### config.mk
export PLATFORM = sky130hd
export DESIGN_NAME = zbt_arbiter
export DESIGN_NICKNAME = d
export VERILOG_FILES = /design/src/rtl/zbt_arbiter_pkg.sv /design/src/rtl/zbt_arbiter_wr_fifo.sv /design/src/rtl/zbt_arbiter.sv
export SDC_FILE = /design/constraint.sdc
export NUM_CORES = 1
export LEC_CHECK = 0
export ABC_AREA = 1
export CORE_MARGIN = 8
export CORE_UTILIZATION = 50
export DETAILED_ROUTE_END_ITERATION = 12
export PLACE_DENSITY = 0.68
export SLEW_MARGIN = 20
export SYNTH_ARGS = -nofsm -noshare
export SYNTH_HDL_FRONTEND = slang
export SYNTH_SLANG_ARGS = --single-unit
### constraint.sdc
create_clock -name clk -period 4.73 [get_ports clk]
set_input_delay 1.1825 -clock clk [delete_from_list [all_inputs] [get_ports clk]]
set_output_delay 1.1825 -clock clk [all_outputs]
set_load 0.05 [all_outputs]
### src/rtl/zbt_arbiter_pkg.sv
// Shared types and constants for the ZBT SRAM time-slot arbiter.
// Slot codes, clear-engine states, slot grants and the write-FIFO entry layout.
package zbt_arbiter_pkg;

    localparam int ZBT_AW = 19;
    localparam int ZBT_DW = 36;
    localparam int WR_ENTRY_W = ZBT_AW + ZBT_DW;

    localparam logic [1:0] SLOT_RD = 2'd0;

    typedef enum logic {
        CLR_IDLE  = 1'b0,
        CLR_SWEEP = 1'b1
    } clr_state_t;

    typedef enum logic [1:0] {
        GRANT_READ  = 2'd0,
        GRANT_FIFO  = 2'd1,
        GRANT_CLEAR = 2'd2,
        GRANT_IDLE  = 2'd3
    } grant_t;

    typedef struct packed {
        logic [ZBT_AW-1:0] addr;
        logic [ZBT_DW-1:0] data;
    } wr_entry_t;

    // Slot 0 always reads; write slots prefer queued scanner writes over the sweep.
    function automatic grant_t slot_grant(input logic [1:0] slot,
                                          input logic       fifo_ready,
                                          input logic       clr_active);
        grant_t g;
        if (slot == SLOT_RD)
            g = GRANT_READ;
        else if (fifo_ready)
            g = GRANT_FIFO;
        else if (clr_active)
            g = GRANT_CLEAR;
        else
            g = GRANT_IDLE;
        return g;
    endfunction

endpackage

### src/rtl/zbt_arbiter_wr_fifo.sv
// Synchronous FIFO holding scanner writes until a write slot is free.
// Full, empty and count all reflect occupancy at the start of the cycle.
module zbt_arbiter_wr_fifo
    import zbt_arbiter_pkg::*;
#(
    parameter int AW = 4
) (
    input  logic        clk,
    input  logic        reset,
    input  logic        push,
    input  wr_entry_t   push_entry,
    input  logic        pop,
    output wr_entry_t   head,
    output logic        full,
    output logic        empty,
    output logic [AW:0] count,
    output logic        dropped
);
    localparam int DEPTH = 1 << AW;

    wr_entry_t     mem [DEPTH];
    logic [AW-1:0] wr_ptr;
    logic [AW-1:0] rd_ptr;
    logic          push_ok;
    logic          pop_ok;

    // A push seen while full is lost even if a pop frees a place in the same cycle.
    assign full    = (count == (AW+1)'(DEPTH));
    assign empty   = (count == '0);
    assign push_ok = push && !full;
    assign pop_ok  = pop && !empty;
    assign dropped = push && full;
    assign head    = mem[rd_ptr];

    always_ff @(posedge clk) begin
        if (push_ok)
            mem[wr_ptr] <= push_entry;
    end

    always_ff @(posedge clk) begin
        if (reset) begin
            wr_ptr <= '0;
            rd_ptr <= '0;
            count  <= '0;
        end else begin
            if (push_ok)
                wr_ptr <= wr_ptr + AW'(1);
            if (pop_ok)
                rd_ptr <= rd_ptr + AW'(1);
            case ({push_ok, pop_ok})
                2'b10:   count <= count + (AW+1)'(1);
                2'b01:   count <= count - (AW+1)'(1);
                default: count <= count;
            endcase
        end
    end

endmodule

### src/rtl/zbt_arbiter.sv
// Time-slot scheduler sharing one ZBT SRAM port between display reads,
// scanner writes and the frame-clear sweep; slots follow hcount[1:0].
//
//  state     | meaning
//  CLR_IDLE  | no sweep pending, clear_busy low
//  CLR_SWEEP | writing CLEAR_DATA from clr_addr up to CLEAR_LAST in unclaimed write slots
module zbt_arbiter
    import zbt_arbiter_pkg::*;
#(
    parameter int                READ_LATENCY = 2,
    parameter int                FIFO_AW      = 4,
    parameter logic [ZBT_AW-1:0] CLEAR_LAST   = 19'h3FFFF,
    parameter logic [ZBT_DW-1:0] CLEAR_DATA   = 36'h0
) (
    input  logic              clk,
    input  logic              reset,
    input  logic [10:0]       hcount,
    input  logic [ZBT_AW-1:0] disp_addr,
    output logic [ZBT_DW-1:0] disp_data,
    output logic              disp_valid,
    input  logic              wr_req,
    input  logic [ZBT_AW-1:0] wr_addr,
    input  logic [ZBT_DW-1:0] wr_data,
    output logic              wr_full,
    output logic              wr_overflow,
    input  logic              clear_start,
    output logic              clear_busy,
    output logic              mem_we,
    output logic [ZBT_AW-1:0] mem_addr,
    output logic [ZBT_DW-1:0] mem_write_data,
    input  logic [ZBT_DW-1:0] mem_read_data
);

    grant_t            grant;
    clr_state_t        clr_state;
    clr_state_t        clr_state_nx;
    logic [ZBT_AW-1:0] clr_addr;
    logic [ZBT_AW-1:0] clr_addr_nx;

    wr_entry_t         push_entry;
    wr_entry_t         fifo_head;
    logic              fifo_empty;
    logic              fifo_full;
    logic              fifo_dropped;
    logic [FIFO_AW:0]  fifo_count;

    logic [READ_LATENCY:0] rd_tag;
    logic                  unused_bits;

    assign unused_bits = ^{hcount[10:2], fifo_count};

    assign push_entry = {wr_addr, wr_data};
    assign grant      = slot_grant(hcount[1:0], !fifo_empty, clr_state == CLR_SWEEP);
    assign wr_full    = fifo_full;
    assign clear_busy = (clr_state == CLR_SWEEP);

    zbt_arbiter_wr_fifo #(
        .AW(FIFO_AW)
    ) u_wr_fifo (
        .clk        (clk),
        .reset      (reset),
        .push       (wr_req),
        .push_entry (push_entry),
        .pop        (grant == GRANT_FIFO),
        .head       (fifo_head),
        .full       (fifo_full),
        .empty      (fifo_empty),
        .count      (fifo_count),
        .dropped    (fifo_dropped)
    );

    always_ff @(posedge clk) begin
        if (reset) begin
            clr_state <= CLR_IDLE;
            clr_addr  <= '0;
        end else begin
            clr_state <= clr_state_nx;
            clr_addr  <= clr_addr_nx;
        end
    end

    // clr_addr only advances on slots the sweep actually won, so FIFO writes
    // interleave without skipping any clear address.
    always_comb begin
        clr_state_nx = clr_state;
        clr_addr_nx  = clr_addr;
        case (clr_state)
            CLR_IDLE: begin
                if (clear_start) begin
                    clr_state_nx = CLR_SWEEP;
                    clr_addr_nx  = '0;
                end
            end
            CLR_SWEEP: begin
                if (grant == GRANT_CLEAR) begin
                    if (clr_addr == CLEAR_LAST)
                        clr_state_nx = CLR_IDLE;
                    else
                        clr_addr_nx = clr_addr + ZBT_AW'(1);
                end
            end
            default: clr_state_nx = CLR_IDLE;
        endcase
    end

    always_ff @(posedge clk) begin
        if (reset) begin
            mem_we         <= 1'b0;
            mem_addr       <= '0;
            mem_write_data <= '0;
        end else begin
            case (grant)
                GRANT_READ: begin
                    mem_we   <= 1'b0;
                    mem_addr <= disp_addr;
                end
                GRANT_FIFO: begin
                    mem_we         <= 1'b1;
                    mem_addr       <= fifo_head.addr;
                    mem_write_data <= fifo_head.data;
                end
                GRANT_CLEAR: begin
                    mem_we         <= 1'b1;
                    mem_addr       <= clr_addr;
                    mem_write_data <= CLEAR_DATA;
                end
                default: mem_we <= 1'b0;
            endcase
        end
    end

    // One tag per read slot; the tag reaches the top bit when the SRAM word is on mem_read_data.
    always_ff @(posedge clk) begin
        if (reset) begin
            rd_tag     <= '0;
            disp_valid <= 1'b0;
            disp_data  <= '0;
        end else begin
            rd_tag     <= {rd_tag[READ_LATENCY-1:0], grant == GRANT_READ};
            disp_valid <= rd_tag[READ_LATENCY];
            if (rd_tag[READ_LATENCY])
                disp_data <= mem_read_data;
        end
    end

    always_ff @(posedge clk) begin
        if (reset)
            wr_overflow <= 1'b0;
        else if (fifo_dropped)
            wr_overflow <= 1'b1;
        else if (clear_start)
            wr_overflow <= 1'b0;
    end

endmodule

==> impl_metrics.toml <==
[run_status]
status = "finished, final reports clean"

[route]
routed-via-count = 27100
wl_per_cell_um = 21.3
ant_nets = 0
drt-initial-drc-count = 3080
drt-total-wl_um = 103000
drcViolationCount = 0
firstDrtPassIters = 6
via_per_inst = 5.58

[clocking]
h-tree-depth = 3
cts_tree = "done"
clockRootBuffer = "clkbuf_16"
cts.clk_slew.worst_paths_ns = 0.06
insertion_delay_ns = 0.67
post_cts_buffers = 0
clock_sinks = 1014
cts_hold_buf = 0
cts_max_path_buffers = 3
cts_buffers = 103
cts_resized = 0

[sta]
rsz0062_at_grt = "no"
fin_tns_setup_ns = 0
drv_slew = 0
slew-limit-headroom = 0.218
setup_viol = 0
finalClockSkew_ns = 0.0278
max_freq_mhz = 285
hold_viol_final = 0
finalCritPeriodShare = 0.741
fin_crit_ns = 3.50
worst_pin_slew_ns = 1.17

[finish]
final_nets = 3840
layout-drive-gt1-share = 0.0705
layout_common_cells = "1036 x nand2_1, 880 x edfxtp_1, 844 x nand3_1"
final_cell_area_mm2 = 0.0469
nFillCells = 6382
areaGrowthSynthToFinish_pct = 15.9
final_common_cell = "nand2_1"

[die]
fp.dieW_um = 301
num_io_pins = 221
die_area_mm2 = 0.0903
rows = 104
start_util = 0.504
die_y_um = 301
core_area_mm2 = 0.0803

[placed_design]
placed_cell_area_mm2 = 0.0436
io_buffers = 211
gp_congestion = 0.825
dp_hpwl_um = 53700

[logic_synthesis]
syn_area_mm2 = 0.0405
syn_inst = 3555
synth_fp_nets = 3693
synth-edff-count = 880
synth_top_area_frac = 0.653
syn_avg_cell_area_um2 = 11.4
synth-simple-area-share = 0.218
synth-compound-area-share = 0.0236
ys_top_cells_by_area = "edfxtp_1 65%, nand3_1 10%, nand2_1 9.6%, dfxtp_1 6.6%, nor2_1 1.3%"
ys_types = 32
synth_top_family_by_area = "simple AND/OR/NAND/NOR gates"
ys_seq_elements = 1014
synth_xor_area_frac = 0.00281
ys.flop_type = "edfxtp_1"
synth_mux_area_frac = 0
synth_async_sr_flop_share = 0
synth-warning-count = 0
synthAdderAreaFrac = 0.00402
yosysTopAreaCell = "edfxtp_1"
synth-seq-area-share = 0.719

[setup_path]
crit_buf_inv = 2
crit_type = "register to output pin"
cpLargestDelayFamily = "buffers and inverters"
slowest_delay_ns = 0.83
worstSetupStartpointType = "register"
cp_slowest_cell = "clkdlybuf4s50_1"
crit_path_end_kind = "output pin"
critPathMaxFanout = 4
path_cells = "nor2_1 > nand4_1 > inv_1 > clkdlybuf4s50_1"
cp.arrival_ns = 2.32
worstPathRequired_ns = 3.55

[pwr]
peakVddDrop_v = 0.000466
cellPowerDensity_mw_per_mm2 = 530
leakage_nw = 16.6

[grt]
grt-ovfl-total = 0
grt_pass1_wl_um = 155000
grt_pass1_vias = 25800
grt_max_degree = 237
antenna_found_initial = 8
globalRouteTotalUtil = 0.222

[run]
maxCapViolations = 0

[hold_path]
hold_path_class = "register to register"
## through the flow
stage | instances | util | total power [mW] | worst slack [ns] | hold slack, ns
floorplan | 3555 | - | 15.2 | 0.386 | 0.388
finish | 4855 | 0.584 | 24.9 | 1.23 | 0.402
global route | 4855 | 0.584 | 26.1 | 1.03 | 0.416
CTS | 4848 | 0.584 | 25.0 | 1.14 | 0.405
global placement | 4656 | 0.543 | 17.1 | 0.650 | 0.389
detailed placement | 4656 | 0.543 | 17.2 | 0.649 | 0.396
## sequential cells by signal (all words and copies together), names as in the netlist, named ones only
signal and cells:
disp_valid 1, rd_tag 3, u_wr_fifo.rd_ptr 4, disp_data 36
u_wr_fifo.count 5, mem_we 1, mem_write_data 36, mem_addr 19
clr_addr 19, u_wr_fifo.wr_ptr 4, clear_busy 1, u_wr_fifo.mem 880
wr_overflow 1
## cells in the mapped netlist (10+ instances only)
cell	number
nand4_1	12
xor2_1	11
nand2_1	1036
nor2_1	140
nand3_1	844
edfxtp_1	880
o21ai_0	70
buf_2	92
a21oi_1	97
dfxtp_1	134
a21oi_2	10
inv_1	53
buf_4	23
ha_1	13
clkbuf_1	84
buf_1	24
## layer usage
metal  vias up  part of all wire  GRT usage
li1      12800                 -          -
met1     13100              0.41      0.298
met2      1061              0.50      0.373
met3       161             0.071     0.0295
met4         4             0.024     0.0719
met5         -           0.00026          0
## area by class of cell
class / instances / area, um2 / area share
diodes: 6 / 15.0 / 0.000320
repair buffers: 269 / 2700 / 0.0576
clock buffers: 145 / 2880 / 0.0613
clock inverters: 47 / 425 / 0.00907
well taps: 1060 / 1330 / 0.0283
flip-flops and latches: 1014 / 29100 / 0.621
multi-input cells: 2254 / 10200 / 0.217
inverters: 60 / 250 / 0.00533
## path summary, 6_finish.rpt
kind / start / endpoint / slack, ns / cells past startpoint
max: u_wr_fifo.count[1] / wr_full / 1.23 / 4
min: rd_tag[0] / rd_tag[1] / 0.40 / 2
max reg2reg: clear_busy / u_wr_fifo.count[4] / 1.39 / 17
min reg2reg: rd_tag[0] / rd_tag[1] / 0.40 / 2
## where the power goes
group / internal (mW) / switching (mW) / leakage [nW]
logic: 1.95 / 4.75 / 5.91
clock network: 4.53 / 3.34 / 1.61
registers: 10.1 / 0.216 / 9.05
total: 16.6 / 8.31 / 16.6
## logic make-up (layout without fill, tap and decap cells)
group           Yosys count  after routing
xor+xnor                 13             13
simple gates           2048           2048
compound gates          180            180
buf+inv                 287            521
fa+ha+maj                13             13
flops                  1014           1014
other cells               0              6
## tightest hold or removal path: cells and delay by family (launching register included)
| family | cells | cell delay [ns] |
|---|---|---|
| buffers and inverters | 1 | 0.04 |
| flip-flops | 1 | 0.29 |
| AND/OR/NAND/NOR | 1 | 0.03 |
Note: power is estimated with default switching activity, not from simulation.
